<file path="src/rtl/core_pkg.sv">
// Shared load/store encodings: access-size codes, big-endian byte-lane masks
// and the aligned-store record produced before the store-data registers.
package core_pkg;

    localparam logic [1:0] SIZE_BYTE = 2'd0;
    localparam logic [1:0] SIZE_HALF = 2'd1;
    localparam logic [1:0] SIZE_WORD = 2'd2;
    localparam logic [1:0] SIZE_RSVD = 2'd3;

    // Bit 0 of a mask is byte lane [31:24]; lane 3 is [7:0].
    localparam logic [3:0] MASK_NONE    = 4'b0000;
    localparam logic [3:0] MASK_BYTE0   = 4'b0001;
    localparam logic [3:0] MASK_HALF_HI = 4'b0011;
    localparam logic [3:0] MASK_HALF_LO = 4'b1100;
    localparam logic [3:0] MASK_WORD    = 4'b1111;

    typedef struct packed {
        logic [3:0]  mask;
        logic [31:0] data;
        logic        misalign;
    } st_align_t;

endpackage

</file>
<file path="src/rtl/execute_store_data_align.sv">
// Combinational store alignment: places right-justified register data into
// its big-endian byte lanes and flags misaligned or reserved-size accesses.
module execute_store_data_align
    import core_pkg::*;
(
    input  logic [1:0]  i_size,
    input  logic [1:0]  i_addr,
    input  logic [31:0] i_data,
    output st_align_t   o_res
);

    logic [4:0] w_byte_shift;

    // Byte at address a lands (3-a) lanes above bit 0.
    assign w_byte_shift = {~i_addr, 3'b000};

    always_comb begin
        o_res = '0;
        case (i_size)
            SIZE_BYTE: begin
                o_res.mask = MASK_BYTE0 << i_addr;
                o_res.data = {24'h000000, i_data[7:0]} << w_byte_shift;
            end
            SIZE_HALF: begin
                if (i_addr[0]) begin
                    o_res.misalign = 1'b1;
                end else if (i_addr[1]) begin
                    o_res.mask = MASK_HALF_LO;
                    o_res.data = {16'h0000, i_data[15:0]};
                end else begin
                    o_res.mask = MASK_HALF_HI;
                    o_res.data = {i_data[15:0], 16'h0000};
                end
            end
            SIZE_WORD: begin
                if (i_addr != 2'd0) begin
                    o_res.misalign = 1'b1;
                end else begin
                    o_res.mask = MASK_WORD;
                    o_res.data = i_data;
                end
            end
            default: o_res.misalign = 1'b1;
        endcase
    end

endmodule

</file>
<file path="src/rtl/execute_store_data_pipe.sv">
// Registered store-data stage between execute and the load/store unit:
// output register plus one skid entry, with registered backpressure.
module execute_store_data_pipe
    import core_pkg::*;
#(
    parameter int P_TAG_W = 4
) (
    input  logic               iCLOCK,
    input  logic               iRESET,
    input  logic               iFLUSH,
    input  logic               iPREV_VALID,
    output logic               oPREV_BUSY,
    input  logic [1:0]         iPREV_SIZE,
    input  logic [1:0]         iPREV_ADDR,
    input  logic [31:0]        iPREV_DATA,
    input  logic [P_TAG_W-1:0] iPREV_TAG,
    output logic               oNEXT_VALID,
    input  logic               iNEXT_BUSY,
    output logic [3:0]         oNEXT_MASK,
    output logic [31:0]        oNEXT_DATA,
    output logic [P_TAG_W-1:0] oNEXT_TAG,
    output logic               oNEXT_MISALIGN
);

    typedef enum logic [1:0] {
        ST_EMPTY = 2'd0,
        ST_ONE   = 2'd1,
        ST_FULL  = 2'd2
    } state_t;

    state_t              r_state;
    st_align_t           r_out;
    st_align_t           r_skid;
    logic [P_TAG_W-1:0]  r_out_tag;
    logic [P_TAG_W-1:0]  r_skid_tag;

    st_align_t           w_new;
    logic                w_accept;
    logic                w_consume;

    execute_store_data_align u_align (
        .i_size (iPREV_SIZE),
        .i_addr (iPREV_ADDR),
        .i_data (iPREV_DATA),
        .o_res  (w_new)
    );

    // Busy is exactly "skid occupied", i.e. the FULL state register.
    assign oPREV_BUSY  = (r_state == ST_FULL);
    assign oNEXT_VALID = (r_state != ST_EMPTY);
    assign w_accept    = iPREV_VALID && !oPREV_BUSY;
    assign w_consume   = oNEXT_VALID && !iNEXT_BUSY;

    assign oNEXT_MASK     = r_out.mask;
    assign oNEXT_DATA     = r_out.data;
    assign oNEXT_MISALIGN = r_out.misalign;
    assign oNEXT_TAG      = r_out_tag;

    always_ff @(posedge iCLOCK or posedge iRESET) begin
        if (iRESET) begin
            r_state    <= ST_EMPTY;
            r_out      <= '0;
            r_skid     <= '0;
            r_out_tag  <= '0;
            r_skid_tag <= '0;
        end else if (iFLUSH) begin
            r_state <= ST_EMPTY;
        end else begin
            case (r_state)
                ST_EMPTY: begin
                    if (w_accept) begin
                        r_out     <= w_new;
                        r_out_tag <= iPREV_TAG;
                        r_state   <= ST_ONE;
                    end
                end
                ST_ONE: begin
                    if (w_accept && w_consume) begin
                        r_out     <= w_new;
                        r_out_tag <= iPREV_TAG;
                    end else if (w_accept) begin
                        r_skid     <= w_new;
                        r_skid_tag <= iPREV_TAG;
                        r_state    <= ST_FULL;
                    end else if (w_consume) begin
                        r_state <= ST_EMPTY;
                    end
                end
                ST_FULL: begin
                    // No accept is possible here: busy is asserted.
                    if (w_consume) begin
                        r_out     <= r_skid;
                        r_out_tag <= r_skid_tag;
                        r_state   <= ST_ONE;
                    end
                end
                default: r_state <= ST_EMPTY;
            endcase
        end
    end

endmodule

</file>
<file path="config.mk">
export PLATFORM = sky130hd
export DESIGN_NAME = execute_store_data_pipe
export DESIGN_NICKNAME = d
export VERILOG_FILES = /design/src/rtl/core_pkg.sv /design/src/rtl/execute_store_data_align.sv /design/src/rtl/execute_store_data_pipe.sv
export SDC_FILE = /design/constraint.sdc
export NUM_CORES = 1
export LEC_CHECK = 0
export ABC_AREA = 1
export BUFFER_PORTS_ARGS = -buffer_cell sky130_fd_sc_hd__buf_2
export CAP_MARGIN = 15
export CORE_MARGIN = 2
export CORE_UTILIZATION = 50
export CTS_CLUSTER_SIZE = 12
export DETAILED_ROUTE_END_ITERATION = 7
export MAX_ROUTING_LAYER = met4
export PLACE_DENSITY = 0.73
export SLEW_MARGIN = 15
export SYNTH_ARGS = -nofsm -noshare
export SYNTH_HDL_FRONTEND = slang
export SYNTH_SLANG_ARGS = --single-unit
</file>
<file path="constraint.sdc">
create_clock -name iCLOCK -period 2.7 [get_ports iCLOCK]
set_input_delay 0.135 -clock iCLOCK [delete_from_list [all_inputs] [get_ports iCLOCK]]
set_output_delay 0.135 -clock iCLOCK [all_outputs]
set_load 0.05 [all_outputs]
</file>
# Yosys cells after proc, flatten, opt, wreduce, memory -nomap -nowiden
# Cells that the tools add are included.
[word_totals] reg_bits=84 input_bits=45 out_inout_bits=43 elab_cells=60
[op_classes] eq_ne=11 shifts=2 muxes=22 bitwise=3 n_reduce_logical=13
[ops] operator="37-bit 2-to-1 mux" count=3
[ops] operator="37-bit case mux with 3 select lines" count=1
[ops] operator="36-bit 2-to-1 mux" count=3
[ops] operator="36-bit case mux with 3 select lines" count=1
[ops] operator="8-bit by 5-bit << shifter with 32-bit output" count=1
[ops] operator="2-bit 2-to-1 mux" count=6
[ops] operator="4-bit 2-to-1 mux" count=3
[ops] operator="4-bit case mux with 3 select lines" count=1
[ops] operator="4-bit AND reduction" count=2
[ops] operator="3-bit != test, second input constant" count=2
[ops] operator="2-bit case mux with 3 select lines" count=1
[ops] operator="5-bit AND reduction" count=1
[ops] operator="2-bit by 1-bit == test with 1-bit output, second input constant" count=2
[ops] operator="2-bit == test, second input constant" count=2
[ops] operator="2-bit logical NOT" count=2
[ops] operator="2-bit != test, second input constant" count=2
[ops] operator="4-bit != test, second input constant" count=1
[ops] operator="2-bit nonzero test" count=2
[ops] operator="1-bit by 2-bit << shifter with 4-bit output, first input constant" count=1
[ops] operator="1-bit logical AND" count=3
[ops] operator="3-bit by 2-bit != test with 1-bit output, second input constant" count=1
[ops] operator="1-bit case mux with 3 select lines" count=1
[ops] operator="3-bit nonzero test" count=1
[ops] operator="1-bit logical NOT" count=2
[ops] operator="4 further kinds" count=6

# Depth between registers and ports, before layout
# Gate-level depths: netlist (run 1).
[logic_depth] word_depth=7 ltp_mapped=9 ltp_nobuf=8

# Cells and area by module
# A second synthesis (run 1) with hierarchy kept.
[hier_totals] hier_cells=652 area_unflattened_um2=4787.1
[by_module_without_submodules] module="execute_store_data_pipe" instances=1 cells_per_inst=435 area_per_inst_um2=3726.1
[by_module_without_submodules] module="execute_store_data_align" instances=1 cells_per_inst=217 area_per_inst_um2=1061.0

# Worst setup path after synthesis (run 1)
# Ideal clock, no wire load.
[synth_timing] path_type="register to register" startpoint="register r_state[0]" endpoint="register r_out (netlist bit oNEXT_MASK[1])" arrival_time_ps=1377 required_time_ps=2634 path_slack_ps=1257 stages_incl_launch_ff=9 n_path_buf=1 period_less_slack_ps=1443 cell_sequence="dfrtp_1 -> inv_1 -> nand2_1 -> buf_2 -> inv_1 -> nand2_1 -> nand2_1 -> nand2_1 -> nand2_1"
[synth_via] elab_chain_cells=6 elab_cells_between_ends=14 cone_classes="eq/ne (5); mux (1); reduce/logical (8)"
[synth_lines] element="start: declaration" line="execute_store_data_pipe.sv:31" text="state_t r_state;"
[synth_lines] element="start signal: assignment" line="execute_store_data_pipe.sv:61" text="r_state <= ST_EMPTY;"
[synth_lines] element="start signal: assignment" line="execute_store_data_pipe.sv:67" text="r_state <= ST_EMPTY;"
[synth_lines] element="start signal: assignment" line="execute_store_data_pipe.sv:74" text="r_state <= ST_ONE;"
[synth_lines] element="2-bit == test *" line="execute_store_data_pipe.sv:49" text="assign oPREV_BUSY = (r_state == ST_FULL);"
[synth_lines] element="named net oPREV_BUSY" line="execute_store_data_pipe.sv:12" text="output logic oPREV_BUSY,"
[synth_lines] element="1-bit logical NOT" line="execute_store_data_pipe.sv:51" text="assign w_accept = iPREV_VALID && !oPREV_BUSY;"
[synth_lines] element="1-bit logical AND" line="execute_store_data_pipe.sv:51"
[synth_lines] element="1-bit logical AND" line="execute_store_data_pipe.sv:78" text="if (w_accept && w_consume) begin"
[synth_lines] element="2-bit != test (no line)"
[synth_lines] element="5-bit AND reduction (no line)"
[synth_lines] element="end signal: assignment" line="execute_store_data_pipe.sv:72" text="r_out <= w_new;"
[synth_lines] element="end signal: assignment" line="execute_store_data_pipe.sv:79" text="r_out <= w_new;"
[synth_lines] element="end signal: assignment" line="execute_store_data_pipe.sv:92" text="r_out <= r_skid;"
[synth_lines] element="end: declaration" line="execute_store_data_pipe.sv:32" text="st_align_t r_out;"
# Mark *: on every way through the listed nets, which the timed path passes. The rest lies on a longest branch.
# A chain may end at the register's enable or synchronous reset.

# Worst setup path in the final report (run 1)
[layout_timing] startpoint="register r_state[0]" endpoint="output port oPREV_BUSY"
[layout_via] elab_chain_cells=1
[layout_lines] element="2-bit == test" line="execute_store_data_pipe.sv:49"
[layout_lines] element="end: declaration" line="execute_store_data_pipe.sv:12"
# No other way between the ends.

==> results of run 1 <==
final cells by class:
| cell class | count | area share [%] |
|---|---|---|
| clock buffers | 11 | 2.70 |
| clock inverters | 5 | 0.716 |
| inverters | 18 | 1.34 |
| multi-input cells | 504 | 41.4 |
| flip-flops and latches | 84 | 40.1 |
| well taps | 108 | 2.58 |
| repair buffers | 102 | 11.1 |
power groups by stage:
stage	Combinational [uW]	Clock, uW	Sequential, uW
2_1_floorplan	537	0	2240
3_5_place_dp	1430	0	1720
5_1_grt	1560	885	1740
4_1_cts	1440	828	1700
6_report	1430	815	1700
3_3_place_gp	1410	0	1710
cell usage in the layout (no fill, tap or decap), drive strengths merged:
cell type | synthesis | routed
nand2 | 300 | 300
buf | 22 | 98
dfrtp | 84 | 84
nor2 | 82 | 82
nand3 | 71 | 71
nand4 | 25 | 25
o21ai | 22 | 22
inv | 17 | 16
clkbuf | 11 | 11
clkinv | 1 | 5
mux2i | 4 | 4
dlygate4sd3 | 0 | 4
clkinvlp | 0 | 2
routing by layer:
layer / global-route usage (%) / routed length, um / up-vias
li1: - / - / 2192
met1: 35.8 / 5140 / 1985
met2: 38.9 / 5350 / 162
met3: 2.91 / 927 / 20
met4: 9.48 / 237 / 0
met5: - / 0 / -
tightest hold or removal path, cell delays in order:
cell,delay [ns]
sky130_fd_sc_hd__buf_2,0.09
sky130_fd_sc_hd__nand2_1,0.05
sky130_fd_sc_hd__nand2_1,0.05
what timing repair did:
item | in CTS | in global routing
hold buffers | 4 | 0
hold endpoints to repair | 42 | 0
resized for setup | 0 | 0
metrics by stage:
| stage | worst slack (ns) | area (um^2) | util [%] |
|---|---|---|---|
| final | 0.558 | 5240 | 59.8 |
| after global routing | 0.420 | 5240 | 59.8 |
| after CTS | 0.582 | 5240 | 59.8 |
| after detailed placement | 0.953 | 5020 | 57.3 |
| after global placement | 1.01 | 5020 | 57.3 |
| after floorplan | 0.400 | 4520 | - |
logic make-up after synthesis:
logic type	Yosys count
AOI/OAI and AO/OA	22
buffers and inverters	51
DFF	84
muxes	4
and+or+nand+nor	478
path summary, 6_finish.rpt:
check	startpoint	endpoint	slack [ns]	cells after the start
min reg2reg	oNEXT_DATA[29]$_DFFE_PP0P_	oNEXT_DATA[29]$_DFFE_PP0P_	0.48	2
max in group asynchronous	iRESET	r_skid[35]$_DFFE_PP0P_	1.61	4
max reg2reg	r_state[0]$_DFFE_PP0P_	oNEXT_MASK[1]$_DFFE_PP0P_	0.93	8
min	iPREV_TAG[0]	r_skid_tag[0]$_DFFE_PP0P_	0.009	3
max	r_state[0]$_DFFE_PP0P_	oPREV_BUSY	0.56	5
min in group asynchronous	iRESET	oNEXT_DATA[6]$_DFFE_PP0P_	0.42	3
registers in the layout, summed over array words and instances, names as in the netlist:
signal and cells:
r_skid_tag 4, oNEXT_MASK 4, oNEXT_MISALIGN 1, r_state 2
oNEXT_TAG 4, oNEXT_DATA 32, r_skid 37
==> metrics list, run 1 <==
- Hold crit path type: input port to flip-flop
- Die height: 99.1 um
- Portion of total power attributed to combinational logic: around 36%
- Ratio of final minimum period to clock period: between 70 and 80%
- STA classifies the critical path endpoint as an output port.
- For this run, the leading register cell type out of synthesis is sky130_fd_sc_hd__dfrtp_1.
* Layout net count: 764
* Post-synth cell types: 21
* Remaining design rule violation count: 0
* Post-synth EDFFs: 0
- Clock tree synthesis found a total of 84 sinks.
- Dominant cell type by count on the critical path: sky130_fd_sc_hd__inv_1
* Adder-Cell Fraction of Synth Area: 0%
* Fin cells: 832
- Seq/Total Area, Yosys: 46.5%
* Result of the run: finished clean
- Sequential share of power: 43.1%
* Storage cell area: 2100 um^2
* Setup clock skew after layout: 0.00730 ns
- The internal portion of the total power is 2260 uW.
- The first global-routing pass estimated 19500 um of wire.
* Register clock-pin slew on the reported worst setup and hold paths: 0.09 ns
- Part of the power in the clock network: 20.7%
* Post-detailed-placement half-perimeter wirelength: slightly above 8000 um
- The synthesized netlist devotes 2.44% of its cell area to compound gates.
* Maximum fanout along the worst path: 76
* Switching fraction of total power: 42.5%
- The floorplan step defined a die boundary enclosing 9810 um^2.
- Number of pins exceeding their max-slew limit in the final report: 0
- Entering global routing, the biggest net connects 77 pins.
- The final-report hold violation count came to 0.
* Area share of the largest cell type after synthesis: 46.5%
- Global-route congestion overflow total: 0
* Critical path class: flip-flop to output port
- Row generation in the floorplan step produced 34 rows.
* Synth Area in Simple Gates: 44.7%
- The number of clock buffers added by TritonCTS is 9.
- Number of violations reported at the end of detailed-routing iteration 0: 329
- Overall power consumption: 3940 uW
- Maximum vdd drop: between 0.4 and 0.5 mV
- Sum of negative setup slack: 0 ns
- Together, buffers and inverters on the worst path number 4.
- At the pin with the least slew margin, the transition time is 0.778 ns.
- Leading area contributor after synthesis: sky130_fd_sc_hd__dfrtp_1
- Antenna violations before repair: 0
- Ranked by total cell area, the synthesized netlist is headed by sky130_fd_sc_hd__dfrtp_1 (47%), sky130_fd_sc_hd__nand2_1 (24%), sky130_fd_sc_hd__nand3_1 (7.8%).
- The cell area that synthesis handed to floorplanning was 4520 um^2.
- Layout filler cell count: 835
- Clock latency of the later-clocked register in the worst-skew pair: 0.35 ns
- Peak per-stage delay on the critical path: 0.59 ns
- In this run the post-CTS setup repair buffer count came out at 0.
- By area, the combinational part of the netlist is dominated by simple AND/OR/NAND/NOR gates.
- The worst pin sits at a relative slew slack of a little under 50%.
- Synth-to-Final Area Change: 15.9%
- Post-Syn Instances: 639
* Ratio of total power to cell area: 752 nW/um^2
* Vias after detailed routing: 4359
* First-pass detailed-route iteration total: 5
* Placed cells: 812
- Layout cells sized above 1: 19.1%
* Cell at the slowest stage of the critical path: sky130_fd_sc_hd__buf_4
- Top cell family by delay on the critical path: buffers and inverters
* Area occupied by multi-input gates: 2170 um^2
* Cell chain of the critical path: inv_1 > nand2_2 > buf_4 > inv_1 > buf_2
- Mapped Nets: 684
* Chip Width: about 99 um
* Static leakage power: 0.00322 uW
* TritonCTS clock tree: yes
- The H-tree was split into 3 levels.
- Unrepaired setup endpoints after global routing: no
- The tree is rooted in a sky130_fd_sc_hd__clkbuf_8.
* Post-DR vias/cell: 5.24
- The smallest clock period supported by the final layout is computed as 2.14 ns.
- The core region is 8760 um^2.
* Async set or reset register ratio after synthesis: 100%
- Longest Clk Path Bufs: 2
* Top post-synthesis cells by count: sky130_fd_sc_hd__nand2_1 (288), sky130_fd_sc_hd__dfrtp_1 (84), sky130_fd_sc_hd__nor2_1 (75)
- Starting density of the core: about half
* Total Routing Usage GR: around 26%
- Final hold analysis gives a worst-case slack of 0.00865 ns.
- For the worst setup path, the data arrival time is 2.01 ns.
- Data required time of the worst path: 2.57 ns
- 0 antenna diodes ended up in the layout.
- Based on the critical path, the design can be clocked at up to approximately 0.47 GHz.
- During synthesis, Yosys emitted a total of 0 warnings.
* Post-synthesis xor/xnor area fraction: 0%
* WL per Instance: 14.0 um
- The detail route stage leaves a number of antenna-violating nets equal to 0.
- Dividing the synthesized area by the synthesized cell count gives 7.07 um^2.
- The analysis attributes to net switching a power of ~1700 uW.
- Most instantiated library cell after synthesis: sky130_fd_sc_hd__nand2_1
- Final WL: 11700 um
- Counting flops and latches in the post-synthesis netlist gives 84.
* Number of failing setup endpoints in the final timing report: 0
* Type of element launching the critical path: flip-flop
- During I/O placement, the number of pins put on the boundary was 88.
- Final RePlAce weighted congestion: 0.910
* # Max-Cap Violations: 0
- Port buffering added 87 buffers.
- Of the post-synthesis cell area, the part taken by muxes is 0.886%.
- Via count of the first global-routing pass: 4081
No activity file was read; power rests on OpenSTA's default activity.
==> run 2: changes to the inputs <==
clock period = 2.2 ns   (was 2.7 ns; I/O delays follow)
==> metrics list, run 2 (synthesis results as in run 1) <==
- The worst register-to-register path ends at oNEXT_DATA[14]$_DFFE_PP0P_.
* Number of primary I/O pins: 88 (unchanged)
- Slew @ Worst Pin: 0.574 ns (-0.204 ns)
- Number of buffers created by CTS: 9 (unchanged)
- Core Footprint: 8760 um^2 (unchanged)
- The slowest stage of the critical path belongs to the cell sky130_fd_sc_hd__buf_6.
* Switching component of the power: 2090 uW (+25%)
- Worst-case headroom to the max-slew limit: 61.7% (+14 points)
- The post-CTS clock slew at the launch and capture registers of the worst setup and hold paths came to 0.08 ns (about the same).
- Storage cell area: 2100 um^2 (unchanged)
* Final WL: 12000 um (+2.7%)
- The maximum level of the CTS H-tree is 3 (unchanged).
- The antenna diode count came to 0 (unchanged).
* Area occupied by multi-input gates: 2180 um^2 (+0.23%)
- The DRC marker count from the first detailed-route iteration was 283 (-14%).
- The critical-path maximum fanout came to 76 (unchanged).
- Hold crit path type: input port to flip-flop
- Source of the critical timing path: r_state[0]$_DFFE_PP0P_
- The largest net degree at the start of global routing was 85 (+10%).
- Critical path destination: oPREV_BUSY
- The setup TNS is 0 ns (unchanged).
- Result of the run: finished clean
* Number of nets with antenna violations after detailed routing: 0 (unchanged)
- First-pass detailed-route iteration total: 5 (unchanged)
- Timing would allow up to approximately 0.51 GHz.
- Setup repair after global routing left no endpoint under its margin.
- The number of cells traversed by the worst register-to-register path came to 9 (+1).
- TritonCTS built the clock tree.
- The mean number of vias per cell is 5.22 (-0.29%).
- The area of the die is 9810 um^2 (unchanged).
* Clock latency of the later-clocked register in the worst-skew pair: 0.36 ns (about the same)
* Critical path class: flip-flop to output port
- Sequential share of power: 40.9% (-2.2 points)
* R2r startpoint: r_state[0]$_DFFE_PP0P_
* WL per Instance: 14.4 um (+2.8%)
* Cell-internal power: 3010 uW (+33%)
- Layout net count: 763 (-0.13%)
- The number of remaining DRC errors came to 0 (unchanged).
- The overall power consumption was 5110 uW (+30%).
- The total global routing overflow was 0 (unchanged).
- Number of placement rows: 34 (unchanged)
- Final RePlAce weighted congestion: 0.862 (-5.2%)
- The data required time at the worst endpoint is 2.09 ns (-0.48 ns).
* Most flop-heavy register: r_skid
* Max FFs per register: 37 (unchanged)
- The post-placement cell count is 810 (-0.25%).
- Clock tree synthesis selected as its root buffer the cell sky130_fd_sc_hd__clkbuf_8.
- The die height is 99.1 um (unchanged).
* Number of failing setup endpoints in the final timing report: 0 (unchanged)
* Setup slack of the worst register-to-register path: 0.43 ns (-0.50 ns)
- The leakage power was 0.00325 uW (+0.90%).
* Worst path buffer plus inverter count: 4 (unchanged)
* Setup clock skew after layout: 0.00747 ns (+0.000173 ns)
* Type of element launching the critical path: flip-flop
- Total count of hold-check failures in the final report: 0 (unchanged)
- The count of pins over their slew limit was 0 (unchanged).
- Vias after detailed routing: 4341 (-0.41%)
- The fraction of power spent switching nets came to 41.0% (-1.6 points).
- Setup slack after layout: 0.246 ns (-0.312 ns)
* Element type at the critical path end: output port
* Arrival @ worst endpoint: 1.84 ns (-0.17 ns)
- Longest Clk Path Bufs: 2 (unchanged)
- Leaving out fill and tap cells, the most frequent cell in the layout is sky130_fd_sc_hd__nand2_1.
- Synth-to-Final Area Change: 17.4%
- The number of antenna violations at the first check in global routing was 0 (unchanged).
- On the critical path the largest part of the delay comes from buffers and inverters.
* Fin cells: 831 (-0.12%)
- The number of input and output port buffers inserted came to 87 (unchanged).
- Post-detailed-placement half-perimeter wirelength: 8110 um (-1.8%)
- First-pass GRT wire length: 20100 um (+3.1%)
* Dominant cell type by count on the critical path: sky130_fd_sc_hd__inv_1
- The clock network power share was 24.5% (+3.8 points).
* Number of cells on the critical path: 5 (unchanged)
- The smallest clock period supported by the final layout is computed as a little under 2 ns.
- Clk sink count: 84 (unchanged)
* Cell chain of the critical path: inv_1 > nand2_2 > buf_6 > inv_1 > buf_2
- The number of maximum-capacitance constraint violations came to 0 (unchanged).
* Chip Width: 99.1 um (unchanged)
- Pre-CTS setup slack: 0.448 ns (-0.505 ns)
- Via count of the first global-routing pass: 4147 (+1.6%)
- The highest cell delay on the worst timing path came to 0.43 ns (-0.16 ns).
* Layout filler cell count: 843 (+0.96%)
- Maximum vdd drop: 0.694 mV (+63%)
- The ratio of cells with drive above 1 in the final layout came to 19.1% (+0.026 points).
* Total Routing Usage GR: 26.3% (+0.62 points)
- The relative contribution of combinational cells to total power was 34.6% (-1.6 points).
* Starting density of the core: 51.6% (unchanged)
- Ratio of total power to cell area: 963 nW/um^2 (+28%)
- The worst path uses 88.8% of the clock period.
* Commonest cells after routing, fill and taps aside: sky130_fd_sc_hd__nand2_1 (287), sky130_fd_sc_hd__buf_2 (87), sky130_fd_sc_hd__dfrtp_1 (84), sky130_fd_sc_hd__nor2_1 (75), sky130_fd_sc_hd__nand3_1 (69)
## run 2: cell count changes in the layout (fill, tap and decap cells not counted)
cell                            before  now
sky130_fd_sc_hd__bufinv_16           0    2
sky130_fd_sc_hd__nand3_1            70   69
sky130_fd_sc_hd__buf_4               9    5
sky130_fd_sc_hd__nand3_2             1    2
sky130_fd_sc_hd__dlygate4sd3_1       4    5
sky130_fd_sc_hd__clkinvlp_4          2    1
sky130_fd_sc_hd__buf_6               0    1
sky130_fd_sc_hd__clkbuf_1            1    0
sky130_fd_sc_hd__buf_12              2    3
## run 2: layout make-up
type                       instances  share of cell area, %
tap                              108                   2.55
clock buffer                      10                   2.59
inverter                          18                   1.37
sequential                        84                   39.6
multi-input combinational        504                   41.0
timing repair buffer             101                   11.2
clock inverter                     6                   1.65
## run 2: power groups by stage
stage	clock network, uW	registers, uW	logic, uW
after floorplan	0	2750	659
after global placement	0	2100	1740
after detailed placement	0	2110	1770
after CTS	1260	2090	1780
after global routing	1340	2140	1930
final	1250	2090	1770
## run 2: timing repair
item                                    CTS  global route
endpoints found under the setup margin    0             1
setup buffers                             0             0
hold buffers                              5             0
endpoints found under the hold margin    88             0
gates resized for setup                   0             1
## run 2: worst min-delay path, stage by stage
cell and delay, ns:
sky130_fd_sc_hd__buf_2 0.13, sky130_fd_sc_hd__nand4_1 0.08, sky130_fd_sc_hd__nand2_1 0.05
## run 2: worst min path at each step
stage	start	endpoint	cells after the start
2_1_floorplan	iPREV_TAG[0]	r_skid_tag[0]$_DFFE_PP0P_	2
3_3_place_gp	iRESET	oNEXT_DATA[3]$_DFFE_PP0P_	3
3_5_place_dp	iRESET	oNEXT_DATA[1]$_DFFE_PP0P_	3
4_1_cts	iNEXT_BUSY	r_state[1]$_DFFE_PP0P_	3
5_1_grt	iNEXT_BUSY	r_state[1]$_DFFE_PP0P_	3
6_report	iNEXT_BUSY	r_state[1]$_DFFE_PP0P_	3
## run 2: through the flow
step                      hold WS [ns]  instance area [um^2]  utilization [%]
after floorplan                  0.220                  4520                -
after global placement           0.269                  5030             57.4
after detailed placement         0.278                  5030             57.4
after CTS                       0.0466                  5300             60.5
after global routing            0.0518                  5310             60.5
final                           0.0483                  5310             60.5
## run 2: routing by layer
layer / track usage [%] / vias to the layer above / part of all wire [%]
met1: 36.6 / 2018 / 47
met5: - / - / 0
li1: - / 2197 / -
met2: 40.9 / 113 / 47
met3: 3.83 / 13 / 4.9
met4: 6.32 / 0 / 1.2
==> run 3: changes to the inputs <==
--- a/config.mk
+++ b/config.mk
@@ -11,3 +11,3 @@
 export CORE_MARGIN = 2
-export CORE_UTILIZATION = 50
+export CORE_UTILIZATION = 56
 export CTS_CLUSTER_SIZE = 12
@@ -15,3 +15,3 @@
 export MAX_ROUTING_LAYER = met4
-export PLACE_DENSITY = 0.73
+export PLACE_DENSITY = 0.81
 export SLEW_MARGIN = 15
==> constraint.sdc (replaced) <==
create_clock -name iCLOCK -period 2.2 [get_ports iCLOCK]
set_input_delay 0.22 -clock iCLOCK [delete_from_list [all_inputs] [get_ports iCLOCK]]
set_output_delay 0.22 -clock iCLOCK [all_outputs]
set_load 0.05 [all_outputs]
==> metrics list, run 3 (synthesis results as in run 1) <==
* Starting density of the core: 58.2% (+6.6 points)
* TritonCTS clock tree: yes
- Type of element launching the critical path: flip-flop
* Global-route congestion overflow total: 0 (unchanged)
- Cell-internal power: 2900 uW (-3.7%)
- Post-DR vias/cell: 5.46 (+4.4%)
* Register clock-pin slew on the reported worst setup and hold paths: 0.09 ns (about the same)
- WL per Instance: 14.2 um (-1.4%)
- Worst-case headroom to the max-slew limit: 67.1% (+5.3 points)
- The die height was 93.8 um (-5.3%).
- Antenna violations before repair: 0 (unchanged)
- The setup slack on the worst flop-to-flop path is 0.54 ns (+0.11 ns).
- Unrepaired setup endpoints after global routing: no
- The critical path in this run is classified as flip-flop to output port.
- R2r startpoint: r_state[0]$_DFFE_PP0P_
- Final core occ: 67.7% (+7.2 points)
- Layout net count: 761 (-0.26%)
- Sequential share of power: 41.9% (+1.0 points)
- Total Routing Usage GR: 29.1% (+2.8 points)
- Antenna Diode Count: 0 (unchanged)
- The post-cts resize count was 0 (unchanged).
- The area of the die came to 8810 um^2 (-10%).
- Synth-to-Final Area Change: 16.3%
- The number of remaining DRC errors was 0 (unchanged).
- The total length of routed wires was 11700 um (-2.3%).
- CTS root buf: sky130_fd_sc_hd__clkbuf_8
- Result of the run: finished clean
* Setup clock skew after layout: 0.0124 ns (+0.00488 ns)
* Hold depth: 3 (unchanged)
- The placer's final routability congestion estimate is 0.949 (+10%).
- Counting flops per register, the top entry is r_skid.
- Peak per-stage delay on the critical path: 0.40 ns (-0.03 ns)
- Ratio of total power to cell area: 946 nW/um^2 (-1.7%)
- Maximum vdd drop: 0.761 mV (+9.7%)
* Clock latency of the later-clocked register in the worst-skew pair: 0.36 ns (about the same)
- Cell at the slowest stage of the critical path: sky130_fd_sc_hd__dfrtp_1
- Core Footprint: 7770 um^2 (-11%)
- Endpoint with the worst hold slack: r_skid_tag[3]$_DFFE_PP0P_
- The count of pins over their slew limit is 0 (unchanged).
- The leakage power came to 0.00323 uW (-0.60%).
* Vias after detailed routing: 4490 (+3.4%)
- Slew @ Worst Pin: 0.494 ns (-0.0803 ns)
* Worst hold start: iPREV_TAG[3]
- The maximum level of the CTS H-tree came to 3 (unchanged).
- The most numerous cell type found on the critical path is sky130_fd_sc_hd__inv_1.
* Part of the power in the clock network: 22.6% (-1.9 points)
- Commonest cells after routing, fill and taps aside: sky130_fd_sc_hd__nand2_1 (287), sky130_fd_sc_hd__buf_2 (87), sky130_fd_sc_hd__dfrtp_1 (84), sky130_fd_sc_hd__nor2_1 (75), sky130_fd_sc_hd__nand3_1 (69)
- Clk sink count: 84 (unchanged)
- Chip Width: 93.8 um (-5.3%)
- The detailed-placement wirelength estimate was 8150 um (+0.55%).
- FMAX: 0.522 GHz (+2.0%)
- Number of violations reported at the end of detailed-routing iteration 0: 382 (+35%)
- Max FFs per register: 37 (unchanged)
- Tmin final: 1.91 ns (-0.0392 ns)
- The final-report hold violation count was 0 (unchanged).
* Worst reg2reg endpoint: oNEXT_DATA[19]$_DFFE_PP0P_
- The ratio of cells with drive above 1 in the final layout came to 19.3% (+0.19 points).
- Hold crit path type: input port to flip-flop
- The arrival time of the worst setup path is 1.69 ns (-0.15 ns).
- The first-pass GRT wire length is 19500 um (-3.3%).
* Cell area after placement: 5050 um^2 (+0.40%)
- The final number of setup-violating endpoints is 0 (unchanged).
* Maximum number of pins on one net before global-route repair: 77 (-9.4%)
* Pre-CTS setup slack: 0.557 ns (+0.110 ns)
- Layout filler cell count: 710 (-16%)
- Switching fraction of total power: 41.6% (+0.67 points)
- Ratio of final minimum period to clock period: 87.0% (-1.8 points)
* Data required time of the worst path: 1.98 ns (-0.11 ns)
- The final instance area is 5260 um^2 (-0.90%).
* First-pass detailed-route iteration total: 5 (unchanged)
- Number of buffers created by CTS: 9 (unchanged)
* Longest Clk Path Bufs: 2 (unchanged)
- The I/O pin count was 88 (unchanged).
* Sum of negative setup slack: 0 ns (unchanged)
- The number of nets with antenna violations after detailed routing came to 0 (unchanged).
* Cell chain of the critical path: inv_1 > nand2_2 > buf_12 > inv_1 > buf_2
- The number of global-route vias before repair came to 4238 (+2.2%).
- Switching component of the power: 2070 uW (-0.98%)
- The critical-path maximum fanout was 76 (unchanged).
- Element type at the critical path end: output port
* Portion of total power attributed to combinational logic: 35.4% (+0.8 points)
- Setup slack after layout: 0.285 ns (+0.0392 ns)
- The number of input and output port buffers inserted is 87 (unchanged).
- Leaving out fill and tap cells, the most frequent cell in the layout is sky130_fd_sc_hd__nand2_1.
- The number of cells traversed by the worst register-to-register path is 9 (unchanged).
* Number of placement rows: 32 (-5.9%)
* # Max-Cap Violations: 0 (unchanged)
-- run 3: changes by cell type in the layout (fill, tap and decap cells not counted) --
cell                            before  now
sky130_fd_sc_hd__buf_6               1    0
sky130_fd_sc_hd__buf_12              3    4
sky130_fd_sc_hd__bufinv_16           2    1
sky130_fd_sc_hd__dlygate4sd3_1       5    1
sky130_fd_sc_hd__buf_4               5    7
sky130_fd_sc_hd__clkbuf_1            0    1
sky130_fd_sc_hd__clkinv_4            2    1
sky130_fd_sc_hd__clkinvlp_4          1    2
sky130_fd_sc_hd__inv_6               0    1
sky130_fd_sc_hd__clkinv_2            3    2
-- run 3: power groups by stage --
stage / clock network [uW] / registers, uW / logic (uW)
2_1_floorplan: 0 / 2750 / 659
3_3_place_gp: 0 / 2100 / 1730
3_5_place_dp: 0 / 2110 / 1770
4_1_cts: 1140 / 2090 / 1770
5_1_grt: 1220 / 2130 / 1930
6_report: 1130 / 2090 / 1760
-- run 3: area by class of cell --
cell class              count  area, um^2  area share [%]
multi-input cells         504        2180            41.4
flip-flops and latches     84        2100            40.0
repair buffers             99         578            11.0
clock buffers              11         141            2.69
well taps                 102         128            2.43
inverters                  18        72.6            1.38
clock inverters             5        60.1            1.14
-- run 3: stage by stage --
stage / cells / total power (uW) / hold slack, ns
5_1_grt: 823 / 5280 / 0.0639
2_1_floorplan: 639 / 3410 / 0.330
3_5_place_dp: 806 / 3880 / 0.116
6_report: 823 / 4980 / 0.0622
4_1_cts: 823 / 5000 / 0.0562
3_3_place_gp: 806 / 3830 / 0.116
-- run 3: critical path, delay by kind of cell (launching register included) --
family | cells | cell delay, ns
DFF | 1 | 0.40
buffers and inverters | 4 | 0.78
and+or+nand+nor | 1 | 0.10
-- run 3: layer usage --
layer | vias to the layer above | GRT usage [%] | wire length [um]
met5 | - | - | 0
met4 | 0 | 13.3 | 386
met3 | 50 | 6.58 | 1080
met2 | 212 | 43.8 | 5410
met1 | 2039 | 37.9 | 4810
li1 | 2189 | - | -
-- run 3: worst max path at each step --
stage                      startpoint                         end  cells after the start
4_1_cts        r_state[0]$_DFFE_PP0P_                  oPREV_BUSY                      5
5_1_grt        r_state[0]$_DFFE_PP0P_                  oPREV_BUSY                      5
2_1_floorplan  r_state[0]$_DFFE_PP0P_   oNEXT_MASK[1]$_DFFE_PP0P_                      8
3_5_place_dp   r_state[0]$_DFFE_PP0P_  oNEXT_DATA[17]$_DFFE_PP0P_                      9
6_report       r_state[0]$_DFFE_PP0P_                  oPREV_BUSY                      5
3_3_place_gp   r_state[0]$_DFFE_PP0P_  oNEXT_DATA[20]$_DFFE_PP0P_                      9
-- run 3: repair_timing --
| action | CTS | global route |
|---|---|---|
| hold endpoints to repair | 57 | 0 |
| hold buffers | 1 | 0 |
| setup buffers | 0 | 0 |
